[src/rtl/ram_ctrl_pkg.sv]
// Shared types and helpers for the RAM self-test sequencer.
package ram_ctrl_pkg;

  localparam int DATA_W = 32;

  typedef enum logic [2:0] {
    IDLE,
    FILL,
    READ,
    WAIT,
    CHECK,
    SHOW,
    DONE
  } state_e;

  // Every byte of the word carries the zero-extended address, then the seed mask.
  function automatic logic [DATA_W-1:0] pat(input logic [7:0] addr, input logic [DATA_W-1:0] seed);
    return seed ^ {4{addr}};
  endfunction

endpackage

[src/rtl/hold_timer.sv]
// Load/expire down-counter pacing how long each LED byte stays on display.
module hold_timer #(
  parameter int HOLD = 4
) (
  input  logic clk,
  input  logic rst,
  input  logic load,
  output logic expire
);

  localparam int CNT_W = $clog2(HOLD + 1);

  logic [CNT_W-1:0] cnt_q, cnt_d;

  always_comb begin
    cnt_d = cnt_q;
    if (load) begin
      cnt_d = CNT_W'(HOLD - 1);
    end else if (cnt_q != '0) begin
      cnt_d = cnt_q - CNT_W'(1);
    end
  end

  always_ff @(posedge clk) begin
    if (rst) begin
      cnt_q <= '0;
    end else begin
      cnt_q <= cnt_d;
    end
  end

  assign expire = (cnt_q == '0);

endmodule

[src/rtl/ram_selftest_ctrl.sv]
// Fill / read-back / display sequencer for the single-port data RAM.
//   state | meaning
//   IDLE  | waiting for start after reset
//   FILL  | one pattern write per cycle, address 0..DEPTH-1
//   READ  | read strobe for the current address
//   WAIT  | RAM read latency
//   CHECK | capture read data, compare, record first error
//   SHOW  | step mux through bytes 0..3, HOLD cycles each
//   DONE  | pass complete, last byte stays on the LEDs
module ram_selftest_ctrl
  import ram_ctrl_pkg::*;
#(
  parameter int          ADDR_W = 6,
  parameter logic [31:0] SEED   = 32'h0000_0000,
  parameter int          HOLD   = 4
) (
  input  logic              clk,
  input  logic              rst,
  input  logic              start,
  input  logic [31:0]       ram_dout,
  output logic [ADDR_W-1:0] mem_addr,
  output logic [31:0]       mem_din,
  output logic              mem_write,
  output logic              mem_read,
  output logic [1:0]        mux,
  output logic [7:0]        led,
  output logic              busy,
  output logic              done,
  output logic              err,
  output logic [ADDR_W-1:0] err_addr
);

  localparam logic [ADDR_W-1:0] LAST = '1;

  state_e              state_q, state_d;
  logic [ADDR_W-1:0]   addr_q, addr_d;
  logic [DATA_W-1:0]   word_q, word_d;
  logic [1:0]          mux_q, mux_d;
  logic [7:0]          led_q, led_d;
  logic                err_q, err_d;
  logic [ADDR_W-1:0]   err_addr_q, err_addr_d;
  logic [DATA_W-1:0]   expected;
  logic                timer_load;
  logic                timer_expire;

  hold_timer #(.HOLD(HOLD)) u_hold_timer (
    .clk    (clk),
    .rst    (rst),
    .load   (timer_load),
    .expire (timer_expire)
  );

  always_comb begin
    state_d    = state_q;
    addr_d     = addr_q;
    word_d     = word_q;
    mux_d      = mux_q;
    err_d      = err_q;
    err_addr_d = err_addr_q;
    timer_load = 1'b0;
    mem_write  = 1'b0;
    mem_read   = 1'b0;
    mem_din    = '0;
    expected   = pat(8'(addr_q), SEED);

    case (state_q)
      IDLE, DONE: begin
        if (start) begin
          state_d    = FILL;
          addr_d     = '0;
          err_d      = 1'b0;
          err_addr_d = '0;
        end
      end
      FILL: begin
        mem_write = 1'b1;
        mem_din   = expected;
        if (addr_q == LAST) begin
          state_d = READ;
          addr_d  = '0;
        end else begin
          addr_d = addr_q + ADDR_W'(1);
        end
      end
      READ: begin
        mem_read = 1'b1;
        state_d  = WAIT;
      end
      WAIT: state_d = CHECK;
      CHECK: begin
        word_d = ram_dout;
        if (ram_dout != expected) begin
          err_d = 1'b1;
          if (!err_q) err_addr_d = addr_q;
        end
        mux_d      = 2'd0;
        timer_load = 1'b1;
        state_d    = SHOW;
      end
      SHOW: begin
        if (timer_expire) begin
          if (mux_q == 2'd3) begin
            if (addr_q == LAST) begin
              state_d = DONE;
            end else begin
              addr_d  = addr_q + ADDR_W'(1);
              state_d = READ;
            end
          end else begin
            mux_d      = mux_q + 2'd1;
            timer_load = 1'b1;
          end
        end
      end
      default: state_d = IDLE;
    endcase

    // Register the byte for the upcoming mux value so led and mux change together.
    led_d = led_q;
    if (state_d == SHOW) led_d = word_d[{mux_d, 3'b000} +: 8];
  end

  always_ff @(posedge clk) begin
    if (rst) begin
      state_q    <= IDLE;
      addr_q     <= '0;
      word_q     <= '0;
      mux_q      <= 2'd0;
      led_q      <= '0;
      err_q      <= 1'b0;
      err_addr_q <= '0;
    end else begin
      state_q    <= state_d;
      addr_q     <= addr_d;
      word_q     <= word_d;
      mux_q      <= mux_d;
      led_q      <= led_d;
      err_q      <= err_d;
      err_addr_q <= err_addr_d;
    end
  end

  assign mem_addr = addr_q;
  assign mux      = mux_q;
  assign led      = led_q;
  assign err      = err_q;
  assign err_addr = err_addr_q;
  assign busy     = (state_q != IDLE) && (state_q != DONE);
  assign done     = (state_q == DONE);

endmodule

[config.mk]
export PLATFORM = sky130hd
export DESIGN_NAME = ram_selftest_ctrl
export DESIGN_NICKNAME = d
export VERILOG_FILES = /design/src/rtl/ram_ctrl_pkg.sv /design/src/rtl/hold_timer.sv /design/src/rtl/ram_selftest_ctrl.sv
export SDC_FILE = /design/constraint.sdc
export NUM_CORES = 1
export LEC_CHECK = 0
export ABC_AREA = 1
export CAP_MARGIN = 20
export CORE_ASPECT_RATIO = 0.7
export CORE_UTILIZATION = 26
export CTS_CLUSTER_DIAMETER = 80
export DETAILED_ROUTE_END_ITERATION = 12
export GPL_TIMING_DRIVEN = 1
export HOLD_SLACK_MARGIN = 0.05
export SLEW_MARGIN = 15
export SYNTH_ARGS = -nofsm -noshare
export SYNTH_HDL_FRONTEND = slang
export SYNTH_SLANG_ARGS = --single-unit
[constraint.sdc]
create_clock -name clk -period 3.6 [get_ports clk]
set_clock_uncertainty 0.2 [all_clocks]
set_input_delay 0.72 -clock clk [delete_from_list [all_inputs] [get_ports clk]]
set_output_delay 0.72 -clock clk [all_outputs]
set_load 0.03 [all_outputs]
Word level (Yosys, flattened, before mapping)
Index checks and enable logic that the tools add are counted.

$add $sub $neg: 3. Equality and inequality tests: 17. Shift-type cells: 1. Mux-type cells: 30. Reduce and logical (&&, ||, !) cells: 13.

Operators by type and width (number): 6-bit two-way mux (7); 32-bit two-way mux (1); 32-bit by 30-bit != test with 1-bit output (1); 32-bit by 6-bit variable part select with 8-bit output (1); 30-bit two-way mux (1); 3-bit one-hot mux with 6 select lines (1); 6-bit one-hot mux with 3 select lines (1); 3-bit two-way mux (5); 3-bit equality test, second input constant (4); 2-bit != test, second input constant (6); 6-bit one-hot mux with 2 select lines (1); 3-bit nonzero test (3); 2-bit two-way mux (4); 6-bit by 1-bit adder with 6-bit output, second input constant (1); 3-bit by 2-bit equality test with 1-bit output, second input constant (2); 6-bit equality test, second input constant (1); 3-bit logical NOT (2); 1-bit two-way mux (6); 5-bit AND reduction (1); 1-bit one-hot mux with 2 select lines (2); 2-bit one-hot mux with 2 select lines (1); 4-bit AND reduction (1); 2-bit nonzero test (2); 2-bit OR reduction (2); 7 further kinds (7).

Register bits: 61. Bits of input ports: 35. Output and inout port bits: 59.

Depth between registers and ports, before layout
Word-level depth: 6. Gate-level depth with buffers: 15. Gate-level depth less buffers: 14.

Hierarchy
Synthesis repeated with hierarchy kept, for this count alone.

Cell total of the unflattened synthesis: 559. Area, all modules: 3673.5 um^2.

By module, submodules not included: ram_selftest_ctrl (times used 1, cells an instance 533, area an instance 3495.9 um^2, seq. area each 1161.1 um^2); hold_timer (times used 1, cells an instance 26, area an instance 177.7 um^2, seq. area each 60.1 um^2).

Worst setup path before layout
Ideal clock, no wire load.

Path type: flip-flop to output port. Start point: register state_q[0]. End point: output port mem_din[11]. Arrival time: 1.993 ns. Data required time: 2.680 ns. Setup slack: 0.687 ns. Stages on the path, launching flop included: 7. Cell sequence: dfxtp_1 buf_8 nand2_4 nor2_1 inv_2 nor2_1 buf_4.

Cells in the longest elaborated chain, start to end: 2.

RTL lines: start, declared (line ram_selftest_ctrl.sv:35) `state_e state_q, state_d;`; start signal, assigned (line ram_selftest_ctrl.sv:133) `state_q <= state_d;`; 3-bit by 1-bit equality test with 1-bit output (line ram_selftest_ctrl.sv:66) `case (state_q)`; 30-bit two-way mux (line ram_selftest_ctrl.sv:66); end, declared (line ram_selftest_ctrl.sv:22) `output logic [31:0] mem_din,`.

Every way passes these cells.

Worst setup path in the final report
Start point: register state_q[0]. End point: output port mem_din[1].

The elaborated chain is that of the path after synthesis.

==> flow_metrics.py <==
metrics = {
    "worst_setup_path": {
        "path_max_fanout": 8,
        "crit_path_start_kind": "flop",
        "path_cells": "nand2_4 > nor2_1 > inv_2 > nor2_1 > clkdlybuf4s50_1",
        "cpLargestDelayFamily": "buffers and inverters",
        "cpPeakStageDelay_ps": 730,
        "crit_arrival_ps": 2370,
        "worst_path_most_repeated_cell": "nor2_1",
        "ff2ff_setup_slack_ps": 1220,
        "path_buf_inv": 2,
        "end_kind": "primary output",
        "path_class": "reg -> out",
        "cp_slowest_cell": "clkdlybuf4s50_1",
        "required_ps": 2680,
    },
    "cells_and_area": {
        "n_antenna_cell": 0,
        "nets": 643,
        "nFillCells": 1506,
        "final_common_cell": "nand2_1",
        "syn2layout_area_growth_pct": 30.0,
        "mostFrequentLayoutCells": "nand2_1, nor2_1, clkdlybuf4s50_1",
        "post_route_cells_drive_above_1_share_pct": 6.90,
    },
    "grt": {
        "overflow": 0,
        "grt_pass1_wl_mm": 16.8,
        "first_global_vias": 3191,
        "grt_max_degree": 47,
        "grt_util_all_layers_pct": 15.1,
        "grt_antenna_before_repair": 0,
    },
    "sta": {
        "finalHoldViolCount": 0,
        "drv_slew": 0,
        "max_clock_freq_ghz": 0.304,
        "period_share_pct": 91.5,
        "tns_ps": 0,
        "rsz0062_at_grt": "false",
        "tightest_slew_ps": 795,
        "fin_crit_ps": 3290,
        "finalSetupViolCount": 0,
        "relSlewSlack_pct": 47.0,
    },
    "pwr": {
        "seq_power_share_pct": 37.7,
        "p_int_w": 0.00136,
        "switchingPower_w": 0.000524,
        "irDropWorstVdd_mv": 0.226,
        "p_per_area_nw_per_um2": 393,
        "power_frac_comb_pct": 16.1,
        "p_leak_nw": 1.92,
        "pwr-share-clk_pct": 46.2,
        "swShare_pct": 27.8,
        "p_total_w": 0.00189,
    },
    "synthesis": {
        "syn_inst": 544,
        "synth_top_area_share_pct": 33.0,
        "synth_warnings": 0,
        "synth_area_per_cell_um2": 6.80,
        "synth_cell_type_count": 38,
        "yosys-top-cells-area": "dfxtp_1, nand2_1, nor2_1, buf_4, xnor2_1",
        "synth-seq-area-share_pct": 33.0,
        "synth_seq_cells": 61,
        "synth_area_leader_cell": "dfxtp_1",
        "syn_area_um2": 3700,
    },
    "drt": {
        "wirelength_mm": 10.4,
        "drt_iter0_markers": 234,
        "remaining_drc_errors": 0,
        "via_per_inst": 4.33,
        "wl_per_cell_um": 13.0,
        "first_pass_iters": 6,
        "ant_nets": 0,
        "route.vias.total": 3463,
    },
    "cts": {
        "cts_buffers": 9,
        "ctsHoldBuffers": 0,
        "cts_tree": "built",
        "clk_latency_ps": 340,
        "clock-root-buffer": "clkbuf_16",
        "htreeDepth": 3,
        "cts_sinks": 61,
        "cts.repair.resized": 0,
        "clk_pin_slew_ps": 50,
        "cts_setup_buffers": 0,
        "cts_buffer_depth": 2,
    },
    "floorplan": {
        "start_util_pct": 26.6,
        "die_height_um": 102,
        "boundaryPins": 94,
        "die_x_um": 145,
        "core_area_um2": 13900,
        "die_area_um2": 14700,
        "num_rows": 36,
    },
    "outcome": {
        "run_status": "complete, no violations",
    },
    "placed_design": {
        "gp_congestion": 0.820,
        "dpl.hpwl_mm": 7.94,
        "portBuffers": 85,
    },
    "flow_run": {
        "cap_violations": 0,
    },
    "min_path": {
        "hp-class": "reg -> reg",
    },
}
-- metrics by stage --
step | std cells | area, µm² | setup WS [ps] | hold WS [ps] | util [%]
2_1_floorplan | 551 | 3730 | 687 | 256 | -
6_report | 799 | 4810 | 305 | 286 | 34.6
4_1_cts | 799 | 4810 | 285 | 288 | 34.6
3_3_place_gp | 783 | 4510 | 741 | 272 | 32.4
3_5_place_dp | 783 | 4510 | 654 | 281 | 32.4
5_1_grt | 799 | 4810 | 138 | 312 | 34.6
-- cells by family after synthesis --
group,synth area share (%)
other,0.101
AO/OA/AOI/OAI,6.66
XOR/XNOR,5.44
buffers and inverters,14.3
adder cells (fa/ha/maj),1.35
AND/OR/NAND/NOR,34.0
flip-flops,33.0
multiplexers,5.14
-- power groups by stage --
stage / clock, W / combinational, W / sequential (W)
2_1_floorplan: 0 / 0.000206 / 0.000724
3_3_place_gp: 0 / 0.000298 / 0.000727
3_5_place_dp: 0 / 0.000300 / 0.000727
4_1_cts: 0.000888 / 0.000303 / 0.000713
5_1_grt: 0.000926 / 0.000338 / 0.000716
6_report: 0.000872 / 0.000304 / 0.000713
-- cell usage after synthesis (all sizes together) --
master  instances
nor4            1
o21bai          1
a21oi          14
nor3            4
nor2           97
o31ai           1
ha              4
clkinv          2
xor2            1
o21ai          25
o22ai           2
nand3          35
buf            39
inv            52
xnor2          22
nand4          10
a31oi           1
dfxtp          61
conb            1
nand2         145
mux2i          19
a211oi          1
clkbuf          6
-- flip-flops by register name, summed over array words and instances (netlist names) --
signal,cells
err,1
err_addr,6
led,8
mem_addr,6
mux,2
state_q,3
u_hold_timer.cnt_q,3
word_q,32
-- worst reg2reg max path, stage by stage, from the launching register on --
cell and delay (ps):
dfxtp_1 620, nand2_4 100, nor2_2 220, o22ai_1 120, clkinv_1 60, nand2_2 230
inv_2 340, nand2_1 100, nand3_1 80, nand2_1 80, nor2_1 90, nor2_1 40
-- path summary, 6_finish.rpt --
path	from	depth (start not counted)	to
max	state_q[0]$_SDFF_PP0_	5	mem_din[1]
min	err_addr[5]$_SDFFE_PP0P_	2	err_addr[5]$_SDFFE_PP0P_
max reg2reg	state_q[0]$_SDFF_PP0_	11	led[2]$_SDFFE_PP0N_
min reg2reg	err_addr[5]$_SDFFE_PP0P_	2	err_addr[5]$_SDFFE_PP0P_
-- metal layers --
metal  wire [µm]  vias up  track usage (%)
met2        4270       83             21.5
met3         618       11             4.22
met4         132        0             5.26
met1        5410     1569             21.6
li1            -     1800                -
met5           0        -                0
-- layout make-up --
cell class | instances | area (µm²) | share of cell area [%]
sequential | 61 | 1220 | 25.4
tap | 190 | 238 | 4.94
timing repair buffer | 87 | 866 | 18.0
inverter | 54 | 208 | 4.32
clock buffer | 10 | 239 | 4.97
multi-input combinational | 391 | 1980 | 41.1
clock inverter | 6 | 62.6 | 1.30
(Power assumes the default switching activity.)
